<file path="src/rtl/tick_pkg.sv">
// Shared types and defaults for the tick period meter.
// State encodings are fixed; the unused code 2'd3 recovers to IDLE in the FSM.
package tick_pkg;

   localparam int W_DEF        = 8;
   localparam int LOCK_CNT_DEF = 3;

   localparam logic [1:0] IDLE_ENC = 2'd0;
   localparam logic [1:0] MEAS_ENC = 2'd1;
   localparam logic [1:0] LOCK_ENC = 2'd2;

   typedef enum logic [1:0] {
      ST_IDLE = IDLE_ENC,
      ST_MEAS = MEAS_ENC,
      ST_LOCK = LOCK_ENC
   } tick_state_e;

   // Increment that sticks at lim so the match count never wraps.
   function automatic logic [3:0] sat_inc(input logic [3:0] v, input logic [3:0] lim);
      return (v >= lim) ? lim : v + 4'd1;
   endfunction

endpackage

</file>
<file path="src/rtl/tick_period_meter_period_cmp_ctr.sv">
// Match counter and lock comparator: counts consecutive equal periods and
// raises locked once LOCK_CNT of them have been seen in a row.
module period_cmp_ctr
   import tick_pkg::*;
#(
   parameter int W        = W_DEF,
   parameter int LOCK_CNT = LOCK_CNT_DEF
) (
   input  logic         clk,
   input  logic         rst,
   input  logic         clear,
   input  logic         evt,
   input  logic [W-1:0] cnt,
   input  logic [W-1:0] period,
   output logic         locked,
   output logic         locked_d
);

   localparam logic [3:0] LOCK_LIM = 4'(LOCK_CNT);

   logic [3:0] match_q, match_d;
   logic       locked_q;

   always_comb begin
      match_d  = match_q;
      locked_d = locked_q;
      if (clear) begin
         match_d  = 4'd0;
         locked_d = 1'b0;
      end else if (evt) begin
         // match==0 means no valid previous period to compare against
         if (match_q == 4'd0 || cnt != period)
            match_d = 4'd1;
         else
            match_d = sat_inc(match_q, LOCK_LIM);
         locked_d = (match_d >= LOCK_LIM);
      end
   end

   always_ff @(posedge clk) begin
      if (rst) begin
         match_q  <= 4'd0;
         locked_q <= 1'b0;
      end else begin
         match_q  <= match_d;
         locked_q <= locked_d;
      end
   end

   assign locked = locked_q;

endmodule

</file>
<file path="src/rtl/tick_period_meter.sv">
// Measures clk cycles between tick pulses, reports the period, lock and overflow.
// Define TICK_PERIOD_STATS_EN to add running pmin/pmax outputs.
module tick_period_meter
   import tick_pkg::*;
#(
   parameter int W        = W_DEF,
   parameter int LOCK_CNT = LOCK_CNT_DEF
) (
   input  logic         clk,
   input  logic         rst,
   input  logic         clr,
   input  logic         tick,
   output logic [W-1:0] period,
   output logic         period_vld,
   output logic         locked,
`ifdef TICK_PERIOD_STATS_EN
   output logic         ovf,
   output logic [W-1:0] pmin,
   output logic [W-1:0] pmax
`else
   output logic         ovf
`endif
);

   localparam logic [W-1:0] CNT_MAX = '1;

   tick_state_e  state_q, state_d;
   logic [W-1:0] cnt_q, cnt_d;
   logic [W-1:0] period_q, period_d;
   logic         period_vld_q, period_vld_d;
   logic         ovf_q, ovf_d;

   logic measuring;
   logic acc_evt;
   logic sat_evt;
   logic lock_nxt;

   assign measuring = (state_q == ST_MEAS) || (state_q == ST_LOCK);
   assign acc_evt   = !clr && measuring && tick;
   assign sat_evt   = !clr && measuring && !tick && (cnt_q == CNT_MAX);

   period_cmp_ctr #(
      .W        (W),
      .LOCK_CNT (LOCK_CNT)
   ) u_cmp (
      .clk      (clk),
      .rst      (rst),
      .clear    (clr | sat_evt),
      .evt      (acc_evt),
      .cnt      (cnt_q),
      .period   (period_q),
      .locked   (locked),
      .locked_d (lock_nxt)
   );

   always_comb begin
      state_d      = state_q;
      cnt_d        = cnt_q;
      period_d     = period_q;
      period_vld_d = 1'b0;
      ovf_d        = ovf_q;
      if (clr) begin
         state_d  = ST_IDLE;
         cnt_d    = '0;
         period_d = '0;
         ovf_d    = 1'b0;
      end else begin
         case (state_q)
            ST_IDLE: begin
               if (tick) begin
                  state_d = ST_MEAS;
                  cnt_d   = W'(1);
               end
            end
            ST_MEAS, ST_LOCK: begin
               if (acc_evt) begin
                  period_d     = cnt_q;
                  period_vld_d = 1'b1;
                  cnt_d        = W'(1);
                  state_d      = lock_nxt ? ST_LOCK : ST_MEAS;
               end else if (sat_evt) begin
                  // Ticks stopped: abandon the measurement, keep the last period
                  ovf_d   = 1'b1;
                  state_d = ST_IDLE;
                  cnt_d   = '0;
               end else begin
                  cnt_d = cnt_q + W'(1);
               end
            end
            default: begin
               state_d = ST_IDLE;
               cnt_d   = '0;
            end
         endcase
      end
   end

   always_ff @(posedge clk) begin
      if (rst) begin
         state_q      <= ST_IDLE;
         cnt_q        <= '0;
         period_q     <= '0;
         period_vld_q <= 1'b0;
         ovf_q        <= 1'b0;
      end else begin
         state_q      <= state_d;
         cnt_q        <= cnt_d;
         period_q     <= period_d;
         period_vld_q <= period_vld_d;
         ovf_q        <= ovf_d;
      end
   end

   assign period     = period_q;
   assign period_vld = period_vld_q;
   assign ovf        = ovf_q;

`ifdef TICK_PERIOD_STATS_EN
   logic [W-1:0] pmin_q, pmin_d;
   logic [W-1:0] pmax_q, pmax_d;

   // Reset values make the first measurement load both extremes naturally.
   always_comb begin
      pmin_d = pmin_q;
      pmax_d = pmax_q;
      if (clr) begin
         pmin_d = '1;
         pmax_d = '0;
      end else if (acc_evt) begin
         if (cnt_q < pmin_q) pmin_d = cnt_q;
         if (cnt_q > pmax_q) pmax_d = cnt_q;
      end
   end

   always_ff @(posedge clk) begin
      if (rst) begin
         pmin_q <= '1;
         pmax_q <= '0;
      end else begin
         pmin_q <= pmin_d;
         pmax_q <= pmax_d;
      end
   end

   assign pmin = pmin_q;
   assign pmax = pmax_q;
`else
`endif

endmodule
</file>
<file path="config.mk">
export PLATFORM = sky130hd
export DESIGN_NAME = tick_period_meter
export DESIGN_NICKNAME = d
export VERILOG_FILES = /design/src/rtl/tick_pkg.sv /design/src/rtl/tick_period_meter_period_cmp_ctr.sv /design/src/rtl/tick_period_meter.sv
export SDC_FILE = /design/constraint.sdc
export NUM_CORES = 1
export LEC_CHECK = 0
export BUFFER_PORTS_ARGS = -buffer_cell sky130_fd_sc_hd__buf_2
export CORE_ASPECT_RATIO = 1.1
export CORE_UTILIZATION = 55
export DETAILED_ROUTE_END_ITERATION = 12
export GPL_TIMING_DRIVEN = 1
export HOLD_SLACK_MARGIN = 0.06
export PLACE_DENSITY_LB_ADDON = 0.2
export SETUP_SLACK_MARGIN = 0.02
export SLEW_MARGIN = 15
export SYNTH_ARGS = -nofsm -noshare
export SYNTH_HDL_FRONTEND = slang
export SYNTH_HIERARCHICAL = 1
export SYNTH_SLANG_ARGS = --single-unit
</file>
<file path="constraint.sdc">
create_clock -name clk -period 2.95 [get_ports clk]
set_input_delay 0.295 -clock clk [delete_from_list [all_inputs] [get_ports clk]]
set_output_delay 0.295 -clock clk [all_outputs]
set_load 0.1 [all_outputs]
</file>
==> results of run 1 <==
power breakdown:
group	internal [mW]	switching [mW]
Sequential	0.340	0.00238
Combinational	0.0126	0.0277
Clock	0.0518	0.107
cell usage in the layout (no fill, tap or decap):
cell / n
sky130_fd_sc_hd__clkbuf_4: 3
sky130_fd_sc_hd__nor4b_1: 2
sky130_fd_sc_hd__dfxtp_1: 25
sky130_fd_sc_hd__a21oi_1: 10
sky130_fd_sc_hd__nor2_1: 10
sky130_fd_sc_hd__ha_1: 5
sky130_fd_sc_hd__or3_1: 2
sky130_fd_sc_hd__nand4b_1: 1
sky130_fd_sc_hd__xor2_1: 9
sky130_fd_sc_hd__o311a_1: 1
sky130_fd_sc_hd__inv_2: 2
sky130_fd_sc_hd__nand4_1: 3
sky130_fd_sc_hd__nor3_2: 1
sky130_fd_sc_hd__xnor2_1: 5
sky130_fd_sc_hd__mux2i_1: 1
sky130_fd_sc_hd__nor3_1: 11
sky130_fd_sc_hd__a2111oi_4: 1
sky130_fd_sc_hd__clkinvlp_4: 1
sky130_fd_sc_hd__nor4_2: 1
sky130_fd_sc_hd__o211a_1: 1
sky130_fd_sc_hd__o21ai_0: 4
sky130_fd_sc_hd__or2_2: 3
sky130_fd_sc_hd__o32ai_1: 1
sky130_fd_sc_hd__and2_1: 1
sky130_fd_sc_hd__a41oi_1: 2
sky130_fd_sc_hd__nor4_1: 1
sky130_fd_sc_hd__nand2_1: 24
sky130_fd_sc_hd__nand2b_1: 1
sky130_fd_sc_hd__nand3_1: 1
sky130_fd_sc_hd__inv_1: 7
sky130_fd_sc_hd__buf_2: 14
sky130_fd_sc_hd__or3_4: 1
sky130_fd_sc_hd__o31a_1: 1
sky130_fd_sc_hd__and3_1: 2
sky130_fd_sc_hd__o21a_1: 1
sky130_fd_sc_hd__nor2b_1: 2
flip-flops by register name (all words and copies together), names as in the netlist:
name,cells
period_vld,1
period,8
ovf,1
cnt_q,8
u_cmp/locked,1
u_cmp/match_q,4
state_q,2
final cells by class:
type | instances | area [um^2] | area share, %
clock buffers | 3 | 22.5 | 1.65
inverters | 9 | 33.8 | 2.47
repair buffers | 14 | 70.1 | 5.13
flip-flops and latches | 25 | 500 | 36.6
multi-input cells | 109 | 697 | 51.0
clock inverters | 1 | 7.51 | 0.549
well taps | 28 | 35.0 | 2.56
worst paths after layout:
path | from | end | cells past startpoint
setup / recovery | state_q[1] | state_q[0] | 12
hold reg to reg | state_q[0] | state_q[0] | 2
hold / removal | rst | u_cmp/locked | 2
setup reg to reg | state_q[1] | state_q[0] | 12
cell families after synthesis:
| group | Yosys count |
|---|---|
| buffers and inverters | 13 |
| adders and majority gates | 5 |
| xor gates and xnor gates | 14 |
| muxes | 1 |
| DFF | 25 |
| AOI/OAI and AO/OA | 22 |
| and+or+nand+nor | 67 |
worst max-delay path, stage by stage (launching register included):
cell                      delay [ns]
sky130_fd_sc_hd__dfxtp_1        0.36
sky130_fd_sc_hd__inv_1          0.08
sky130_fd_sc_hd__ha_1           0.28
sky130_fd_sc_hd__inv_1          0.06
sky130_fd_sc_hd__or3_4          0.40
sky130_fd_sc_hd__inv_2          0.24
sky130_fd_sc_hd__nor2b_1        0.08
sky130_fd_sc_hd__a41oi_1        0.25
sky130_fd_sc_hd__nor2_1         0.07
sky130_fd_sc_hd__inv_1          0.07
sky130_fd_sc_hd__a21oi_1        0.06
sky130_fd_sc_hd__or3_1          0.32
sky130_fd_sc_hd__mux2i_1        0.12
layer usage:
| layer | GRT usage, % | wire length, um | vias up |
|---|---|---|---|
| met4 | 10.0 | 17 | 0 |
| li1 | - | - | 534 |
| met5 | 0 | 0 | - |
| met1 | 31.8 | 1100 | 500 |
| met2 | 42.9 | 1340 | 21 |
| met3 | 3.13 | 100 | 2 |
metrics by stage:
| stage | power [mW] | worst slack (ns) | cells |
|---|---|---|---|
| floorplan | 0.378 | 0.598 | 147 |
| global route | 0.561 | 0.290 | 189 |
| CTS | 0.545 | 0.523 | 189 |
| detailed placement | 0.389 | 0.558 | 185 |
| finish | 0.541 | 0.503 | 189 |
| global placement | 0.389 | 0.611 | 185 |
synth_stat cells, drive strengths merged (3+ instances only):
cell type | n | area share [%]
nor2 | 10 | 3.0
nand4 | 3 | 1.5
xnor2 | 5 | 3.5
ha | 5 | 5.0
nand2 | 24 | 7.2
o21ai | 4 | 1.6
or3 | 3 | 1.9
inv | 9 | 2.7
dfxtp | 25 | 40
nor3 | 12 | 5.2
xor2 | 9 | 6.3
or2 | 3 | 1.5
a21oi | 10 | 4.0
==> run_results.csv, run 1 <==
group,metric,value,unit
cts,ctsResizeCount,0,
sta,final-hold-violation-count,0,
min_path,worst_min_path_class,"input pin to flip-flop",
sta,fmax,409,MHz
global_routing,global_routing_usage_summed_across_all_routing_layers,25.5,%
yosys,synthesis.instances,147,
cts,cts_setup_buffers,0,
route,drt-wirelength-per-cell,13.5,um
sta,holdWs,0.233,ns
cts,clk_path_buf_depth,2,
global_routing,grt_start_max_net_pins,17,
yosys,ys_dominant_reg_cell,"sky130_fd_sc_hd__dfxtp_1",
cts,cts_made_buffers,3,
sta,max_slew.worst_pin.slew,0.563,ns
global_routing,globalRouteOverflowTotal,0,
cts,clock_tree_root_driver_cell,"sky130_fd_sc_hd__clkbuf_4",
yosys,synth-async-reset-ratio,0,%
flow_run,drv.max_cap_violation_count,0,
setup_path,rrSetupSlack,0.50,ns
yosys,yosys_warnings,6,
floorplan,die_width,47.4,um
cts,clk_latency,0.32,ns
placement,final_estimated_routing_congestion_in_global_placement,0.888,
yosys,syn-num-nets,156,
sta,relSlewSlack,62.1,%
yosys,synth_compound_area_share,12.8,%
placement,hpwlAfterDp,1.92,mm
final_layout,fin_util,66.2,%
run_status,run_status,"finished clean",
yosys,synth_simple_gate_area_share,27.4,%
route,detail_route.first_pass.iterations,4,
cts,tritoncts_clock_tree,"built",
yosys,postSynthRegisterBits,25,
final_layout,nets,171,
pwr,largest_voltage_drop_on_the_vdd_net,0.265,mV
final_layout,n_antenna_cell,0,
sta,unrepaired_setup_endpoints_after_global_routing,"no",
cts,clock_tree.htree_level_count,1,
floorplan,die_area,2470,um^2
sta,drv_slew,0,
cts,hold_buf_count_cts,0,
setup_path,critical_path_class,"flip-flop to flip-flop",
floorplan,initial_standard_cell_utilization_of_the_core,60.5,%
floorplan,std_cell_rows,17,
global_routing,first_pass_grt_wire_length,4.46,mm
yosys,synth.area.mux_share,0.802,%
yosys,yosys.area_share.xor_xnor,9.82,%
pwr,p_per_area,396,nW/um^2
route,num_vias,1057,
setup_path,critPathMaxFanout,16,
sta,fin_crit,2.45,ns
setup_path,worst_setup_path_start_kind,"flip-flop",
sta,clock_skew,0.00457,ns
yosys,synth-adder-area-share,5.01,%
final_layout,synthesis_to_finish_area_growth,9.42,%
final_layout,drive_gt1_share,16.8,%
placement,cell_area_after_placement,1340,um^2
route,viasPerCell,5.59,
sta,final.setup.tns,0,ns
yosys,synth_top_family_by_area,"simple AND/OR/NAND/NOR gates",
placement,buffer_ports.inserted,14,
floorplan,dieHeight,52.0,um
cts,cts_sinks,25,
yosys,post_synth.cell_area_avg,8.49,um^2
global_routing,grt_antenna_before_repair,0,
final_layout,n_fill_cell,195,
yosys,synth_edf_count,0,
pwr,power.static_leakage,0.558,nW
route,route.antenna.remaining_nets,0,
route,drt-initial-drc-count,21,
setup_path,worstSetupEndpointType,"flip-flop",
setup_path,worst_ep_required_time,3.21,ns
floorplan,design.portCount,15,
floorplan,coreArea,2060,um^2
route,route.detailed.drc,0,
yosys,synth.cell_area,1250,um^2
yosys,synthDistinctLibCells,35,
global_routing,grt_pass1_vias,1018,
sta,final-setup-viol-count,0,
cts,clock_pin_slew_on_the_worst_setup_and_hold_paths,0.14,ns
sta,finalCritPeriodShare,83.0,%
yosys,seq_area_frac_synth,40.1,%
final_layout,fin_area,1370,um^2
route,detail_route.wirelength,2.56,mm
setup_path,critical_path_arrival,2.71,ns
No activity file was read; power rests on OpenSTA's default activity.
==> inputs of run 2 (changes only) <==
Settings changed: CORE_UTILIZATION 55 to 50.
Clock period 2.95 ns to 2 ns, I/O delays scaled along.
==> run_results.csv, run 2 (same netlist as run 1, synthesis figures left out) <==
group,metric,value,unit
pwr,largest_voltage_drop_on_the_vdd_net,0.372,mV
sta,max_slew.worst_pin.slew,0.487,ns
setup_path,critical_path_arrival,2.32,ns
cts,cts_sinks,25,
run_status,failing_checks,"setup timing",
route,viasPerCell,5.56,
setup_path,worstSetupEndpointType,"flip-flop",
final_layout,multi_input_area,741,um^2
min_path,worst_min_path_class,"input pin to flip-flop",
setup_path,worst_setup_path_startpoint,"state_q[1]",
pwr,p_per_area,520,nW/um^2
sta,drv_slew,0,
cts,clock_tree.htree_level_count,1,
global_routing,grt_antenna_before_repair,0,
placement,place.detailed.instances,198,
setup_path,worst_r2r_path_depth,12,
route,num_vias,1151,
sta,fin_crit,2.08,ns
cts,tritoncts_clock_tree,"built",
floorplan,die_width,49.7,um
global_routing,global_routing_usage_summed_across_all_routing_layers,22.8,%
global_routing,grt_start_max_net_pins,17,
route,detail_route.wirelength,2.84,mm
final_layout,drive_gt1_share,34.5,%
final_layout,regArea,513,um^2
sta,final-setup-viol-count,1,
placement,hpwlAfterDp,2.03,mm
cts,hold_buf_count_cts,0,
placement,cell_area_after_placement,1460,um^2
pwr,totalPowerFinal,0.804,mW
floorplan,coreArea,2300,um^2
final_layout,n_fill_cell,182,
route,route.antenna.remaining_nets,0,
final_layout,most-common-layout-cells,"sky130_fd_sc_hd__nand2_1, sky130_fd_sc_hd__buf_4, sky130_fd_sc_hd__dfxtp_1",
setup_path,worst_setup_path_start_kind,"flip-flop",
pwr,power.static_leakage,0.647,nW
sta,clock_skew,0.000705,ns
route,route.detailed.drc,0,
route,drt-wirelength-per-cell,13.7,um
placement,buffer_ports.inserted,14,
final_layout,nets,187,
global_routing,globalRouteOverflowTotal,0,
final_layout,fin_area,1550,um^2
floorplan,dieHeight,54.4,um
sta,fmax,482,MHz
setup_path,rrSetupSlack,-0.08,ns
cts,clock_pin_slew_on_the_worst_setup_and_hold_paths,0.13,ns
floorplan,std_cell_rows,18,
setup_path,timing.critical_path.buf_inv,4,
run_status,run_status,"complete, but fails checks",
floorplan,design.portCount,15,
setup_path,r2r_start,"state_q[1]",
final_layout,fin_util,67.3,%
route,drt-initial-drc-count,46,
final_layout,n_antenna_cell,0,
setup_path,most_used_cell_cp,"sky130_fd_sc_hd__inv_4",
setup_path,critical_path_class,"flip-flop to flip-flop",
setup_path,worst_path_dominant_cell_family,"simple AND/OR/NAND/NOR gates",
setup_path,worst_path_max_delay_cell,"sky130_fd_sc_hd__dfxtp_2",
route,detail_route.first_pass.iterations,4,
placement,final_estimated_routing_congestion_in_global_placement,0.885,
sta,finalWorstSetupSlack,-0.0756,ns
setup_path,worst_ep_required_time,2.25,ns
sta,holdWs,0.155,ns
final_layout,synthesis_to_finish_area_growth,23.8,%
sta,finalCritPeriodShare,104,%
cts,cts_made_buffers,3,
setup_path,worstSetupPathDepth,12,
final_layout,stdcell_count,207,
sta,unrepaired_setup_endpoints_after_global_routing,"yes",
sta,relSlewSlack,67.8,%
cts,clock_tree_root_driver_cell,"sky130_fd_sc_hd__clkbuf_4",
final_layout,most_common_cell_after_layout_fill_and_taps_aside,"sky130_fd_sc_hd__nand2_1",
floorplan,die_area,2700,um^2
setup_path,worstSetupEndpoint,"state_q[0]",
sta,final-hold-violation-count,0,
flow_run,drv.max_cap_violation_count,0,
setup_path,critical-path-max-stage-delay,0.37,ns
setup_path,critPathMaxFanout,3,
floorplan,initial_standard_cell_utilization_of_the_core,54.4,%
setup_path,reg2reg_to,"state_q[0]",
global_routing,grt_pass1_vias,1049,
cts,clk_latency,0.31,ns
global_routing,first_pass_grt_wire_length,4.60,mm
setup_path,crit_chain,"inv_4 -> ha_4 -> inv_2 -> or3_4 -> inv_4 -> nor2b_4 -> a41oi_2 -> nor2_1 -> inv_1 -> a21oi_1 -> or3_1 -> mux2i_1",
cts,clk_path_buf_depth,2,
run 2: cell types whose count changed in the layout (fill, tap and decap cells not counted), sizes merged:
cell	change
clkbuf	+1
clkinvlp	-1
buf	+16
run 2: worst min path at each step:
stage | from | end | slack (ns) | cells after the start
global placement | period[7] | period[7] | 0.45 | 2
detailed placement | period[0] | period[0] | 0.46 | 2
global route | rst | u_cmp/locked | 0.13 | 2
floorplan | rst | u_cmp/locked | 0.27 | 1
finish | rst | u_cmp/locked | 0.15 | 2
CTS | rst | u_cmp/locked | 0.15 | 2
run 2: through the flow:
stage | setup slack (ns) | TNS [ns]
2_1_floorplan | -0.0325 | -0.0647
4_1_cts | -0.0283 | -0.0462
6_report | -0.0756 | -0.0756
3_5_place_dp | -0.0427 | -0.0804
5_1_grt | -0.197 | -0.269
3_3_place_gp | 0.0216 | 0
run 2: cell type report:
type	instances	area share (%)
Tap cell	30	2.43
Multi-Input combinational cell	109	47.9
Timing Repair Buffer	30	12.3
Clock buffer	4	1.70
Inverter	9	2.51
Sequential cell	25	33.2
run 2: per-layer routing:
layer | global-route usage [%] | share of wire [%] | wire (um) | up-vias
li1 | - | - | - | 567
met1 | 25.5 | 44 | 1240 | 535
met2 | 42.1 | 49 | 1400 | 41
met3 | 3.61 | 4.9 | 138 | 8
met4 | 11.9 | 2.1 | 59 | 0
met5 | 0 | 0 | 0 | -
run 2: repair_timing:
item | in CTS | in global routing
setup endpoints to repair | 2 | 2
pin swaps | 0 | 3
buffers inserted | 3 | 2
gates resized for setup | 1 | 3
run 2: where the power goes:
group	switching, mW	internal (mW)
sequential	0.00279	0.501
combinational	0.0478	0.0302
clock	0.144	0.0780
total	0.195	0.609
==> inputs of run 3 (changes only) <==
Settings changed: CELL_PAD_IN_SITES_DETAIL_PLACEMENT set to 0, CELL_PAD_IN_SITES_GLOBAL_PLACEMENT set to 1, CORE_UTILIZATION 50 to 38.
==> run_results.csv, run 3 (same netlist as run 1, synthesis figures left out) <==
group,metric,value,unit
setup_path,critical-path-max-stage-delay,0.37,ns
run_status,run_status,"complete, but fails checks",
cts,clock_tree.htree_level_count,1,
pwr,largest_voltage_drop_on_the_vdd_net,0.312,mV
cts,clock_pin_slew_on_the_worst_setup_and_hold_paths,0.14,ns
flow_run,drv.max_cap_violation_count,0,
cts,cts_sinks,25,
floorplan,die_area,3520,um^2
sta,drv_slew,0,
setup_path,critical_path_class,"flip-flop to flip-flop",
global_routing,first_pass_grt_wire_length,5.09,mm
placement,place_worst_setup_slack,-0.0288,ns
placement,cell_area_after_placement,1460,um^2
floorplan,coreArea,3070,um^2
global_routing,global_routing_usage_summed_across_all_routing_layers,18.4,%
route,viasPerCell,5.12,
global_routing,grt_pass1_vias,1100,
sta,fmax,492,MHz
placement,hpwlAfterDp,2.15,mm
global_routing,globalRouteOverflowTotal,0,
pwr,pwr-share-clk,29.5,%
pwr,power.combinational.fraction,8.9,%
setup_path,crit_chain,"inv_2 -> ha_4 -> inv_2 -> or3_4 -> inv_4 -> nor2b_4 -> a41oi_2 -> nor2_1 -> inv_1 -> a21oi_1 -> or3_1 -> mux2i_1",
setup_path,critical_path_arrival,2.30,ns
route,num_vias,1064,
floorplan,dieHeight,62.1,um
pwr,switching_share,26.1,%
final_layout,multi_input_area,733,um^2
placement,final_estimated_routing_congestion_in_global_placement,0.777,
global_routing,grt_antenna_before_repair,0,
floorplan,initial_standard_cell_utilization_of_the_core,40.6,%
pwr,totalPowerFinal,0.820,mW
cts,cts_made_buffers,3,
setup_path,worst_setup_path_startpoint,"state_q[1]",
sta,final-hold-violation-count,0,
sta,unrepaired_setup_endpoints_after_global_routing,"yes",
global_routing,grt_start_max_net_pins,17,
pwr,p_per_area,538,nW/um^2
cts,hold_buf_count_cts,0,
setup_path,worst_ep_required_time,2.27,ns
pwr,power.sequential.fraction,61.6,%
setup_path,timing.critical_path.buf_inv,4,
sta,finalWorstSetupSlack,-0.0309,ns
route,drt-initial-drc-count,30,
sta,final.setup.tns,-0.0309,ns
setup_path,worst_r2r_path_depth,12,
floorplan,std_cell_rows,21,
min_path,worst_min_path_class,"input pin to flip-flop",
final_layout,synthesis_to_finish_area_growth,21.9,%
placement,buffer_ports.inserted,14,
floorplan,design.portCount,15,
sta,fin_crit,2.03,ns
final_layout,nets,184,
setup_path,worstSetupEndpoint,"state_q[0]",
setup_path,worstSetupEndpointType,"flip-flop",
floorplan,die_width,56.7,um
cts,clk_path_buf_depth,2,
setup_path,rrSetupSlack,-0.03,ns
cts,clk_latency,0.33,ns
sta,final-setup-viol-count,1,
cts,tritoncts_clock_tree,"built",
final_layout,drive_gt1_share,33.3,%
setup_path,worstSetupPathDepth,12,
route,detail_route.wirelength,2.78,mm
setup_path,worst_path_max_delay_cell,"sky130_fd_sc_hd__dfxtp_2",
route,route.antenna.remaining_nets,0,
final_layout,most-common-layout-cells,"sky130_fd_sc_hd__nand2_1, sky130_fd_sc_hd__dfxtp_1, sky130_fd_sc_hd__buf_2",
sta,clock_skew,0.00634,ns
pwr,switching_power,0.214,mW
setup_path,worst_setup_path_start_kind,"flip-flop",
cts,clock_tree_root_driver_cell,"sky130_fd_sc_hd__clkbuf_4",
route,drt-wirelength-per-cell,13.4,um
setup_path,worst_path_dominant_cell_family,"simple AND/OR/NAND/NOR gates",
final_layout,regArea,513,um^2
setup_path,r2r_start,"state_q[1]",
final_layout,most_common_cell_after_layout_fill_and_taps_aside,"sky130_fd_sc_hd__nand2_1",
sta,max_slew.worst_pin.slew,0.489,ns
sta,relSlewSlack,67.6,%
final_layout,n_antenna_cell,0,
setup_path,most_used_cell_cp,"sky130_fd_sc_hd__inv_2",
route,detail_route.first_pass.iterations,3,
setup_path,reg2reg_to,"state_q[0]",
final_layout,n_fill_cell,314,
sta,finalCritPeriodShare,102,%
pwr,power.static_leakage,0.628,nW
setup_path,critPathMaxFanout,4,
pwr,intPower,0.606,mW
final_layout,fin_area,1520,um^2
run_status,failing_checks,"setup timing",
route,route.detailed.drc,0,
sta,holdWs,0.113,ns
==> run 3: worst min path at each step <==
stage	depth (start not counted)	start	endpoint
after global placement	2	ovf	ovf
after floorplan	1	rst	u_cmp/locked
after global routing	2	rst	u_cmp/locked
after detailed placement	2	ovf	ovf
final	2	rst	u_cmp/locked
after CTS	2	rst	u_cmp/locked
==> run 3: metal layers <==
| layer | global-route usage, % | part of all wire, % |
|---|---|---|
| met2 | 31.5 | 49 |
| met4 | 5.49 | 1.2 |
| met1 | 23.4 | 47 |
| met5 | 0 | 0 |
| met3 | 2.92 | 2.4 |
==> run 3: metrics by stage <==
stage | std cells | utilization [%]
floorplan | 147 | -
global placement | 201 | 47.5
detailed placement | 201 | 47.5
CTS | 207 | 49.3
global route | 208 | 49.5
finish | 208 | 49.5
==> run 3: area by class of cell <==
class | instances | share of cell area (%)
multi-input combinational | 109 | 48.2
sequential | 25 | 33.7
timing repair buffer | 27 | 11.0
tap | 34 | 2.79
inverter | 9 | 2.38
clock buffer | 3 | 1.48
clock inverter | 1 | 0.493
==> run 3: power by group through the flow <==
stage | clock [mW] | sequential (mW) | combinational (mW)
2_1_floorplan | 0 | 0.518 | 0.0444
3_3_place_gp | 0 | 0.516 | 0.0687
3_5_place_dp | 0 | 0.516 | 0.0697
4_1_cts | 0.254 | 0.505 | 0.0738
5_1_grt | 0.277 | 0.506 | 0.0821
6_report | 0.242 | 0.505 | 0.0730
==> run 3: worst reg2reg max path, stage by stage, from the launching register on <==
cell,delay (ns)
sky130_fd_sc_hd__dfxtp_2,0.37
sky130_fd_sc_hd__inv_2,0.06
sky130_fd_sc_hd__ha_4,0.26
sky130_fd_sc_hd__inv_2,0.03
sky130_fd_sc_hd__or3_4,0.34
sky130_fd_sc_hd__inv_4,0.08
sky130_fd_sc_hd__nor2b_4,0.04
sky130_fd_sc_hd__a41oi_2,0.17
sky130_fd_sc_hd__nor2_1,0.06
sky130_fd_sc_hd__inv_1,0.07
sky130_fd_sc_hd__a21oi_1,0.06
sky130_fd_sc_hd__or3_1,0.31
sky130_fd_sc_hd__mux2i_1,0.12
==> run 3: repair_timing <==
item / 4_1_cts / 5_1_grt
pin swaps: 2 / 0
resized for setup: 2 / 0
hold endpoints to repair: 0 / 0
endpoints found under the setup margin: 2 / 2
gates cloned: 0 / 0
buffers inserted: 2 / 1
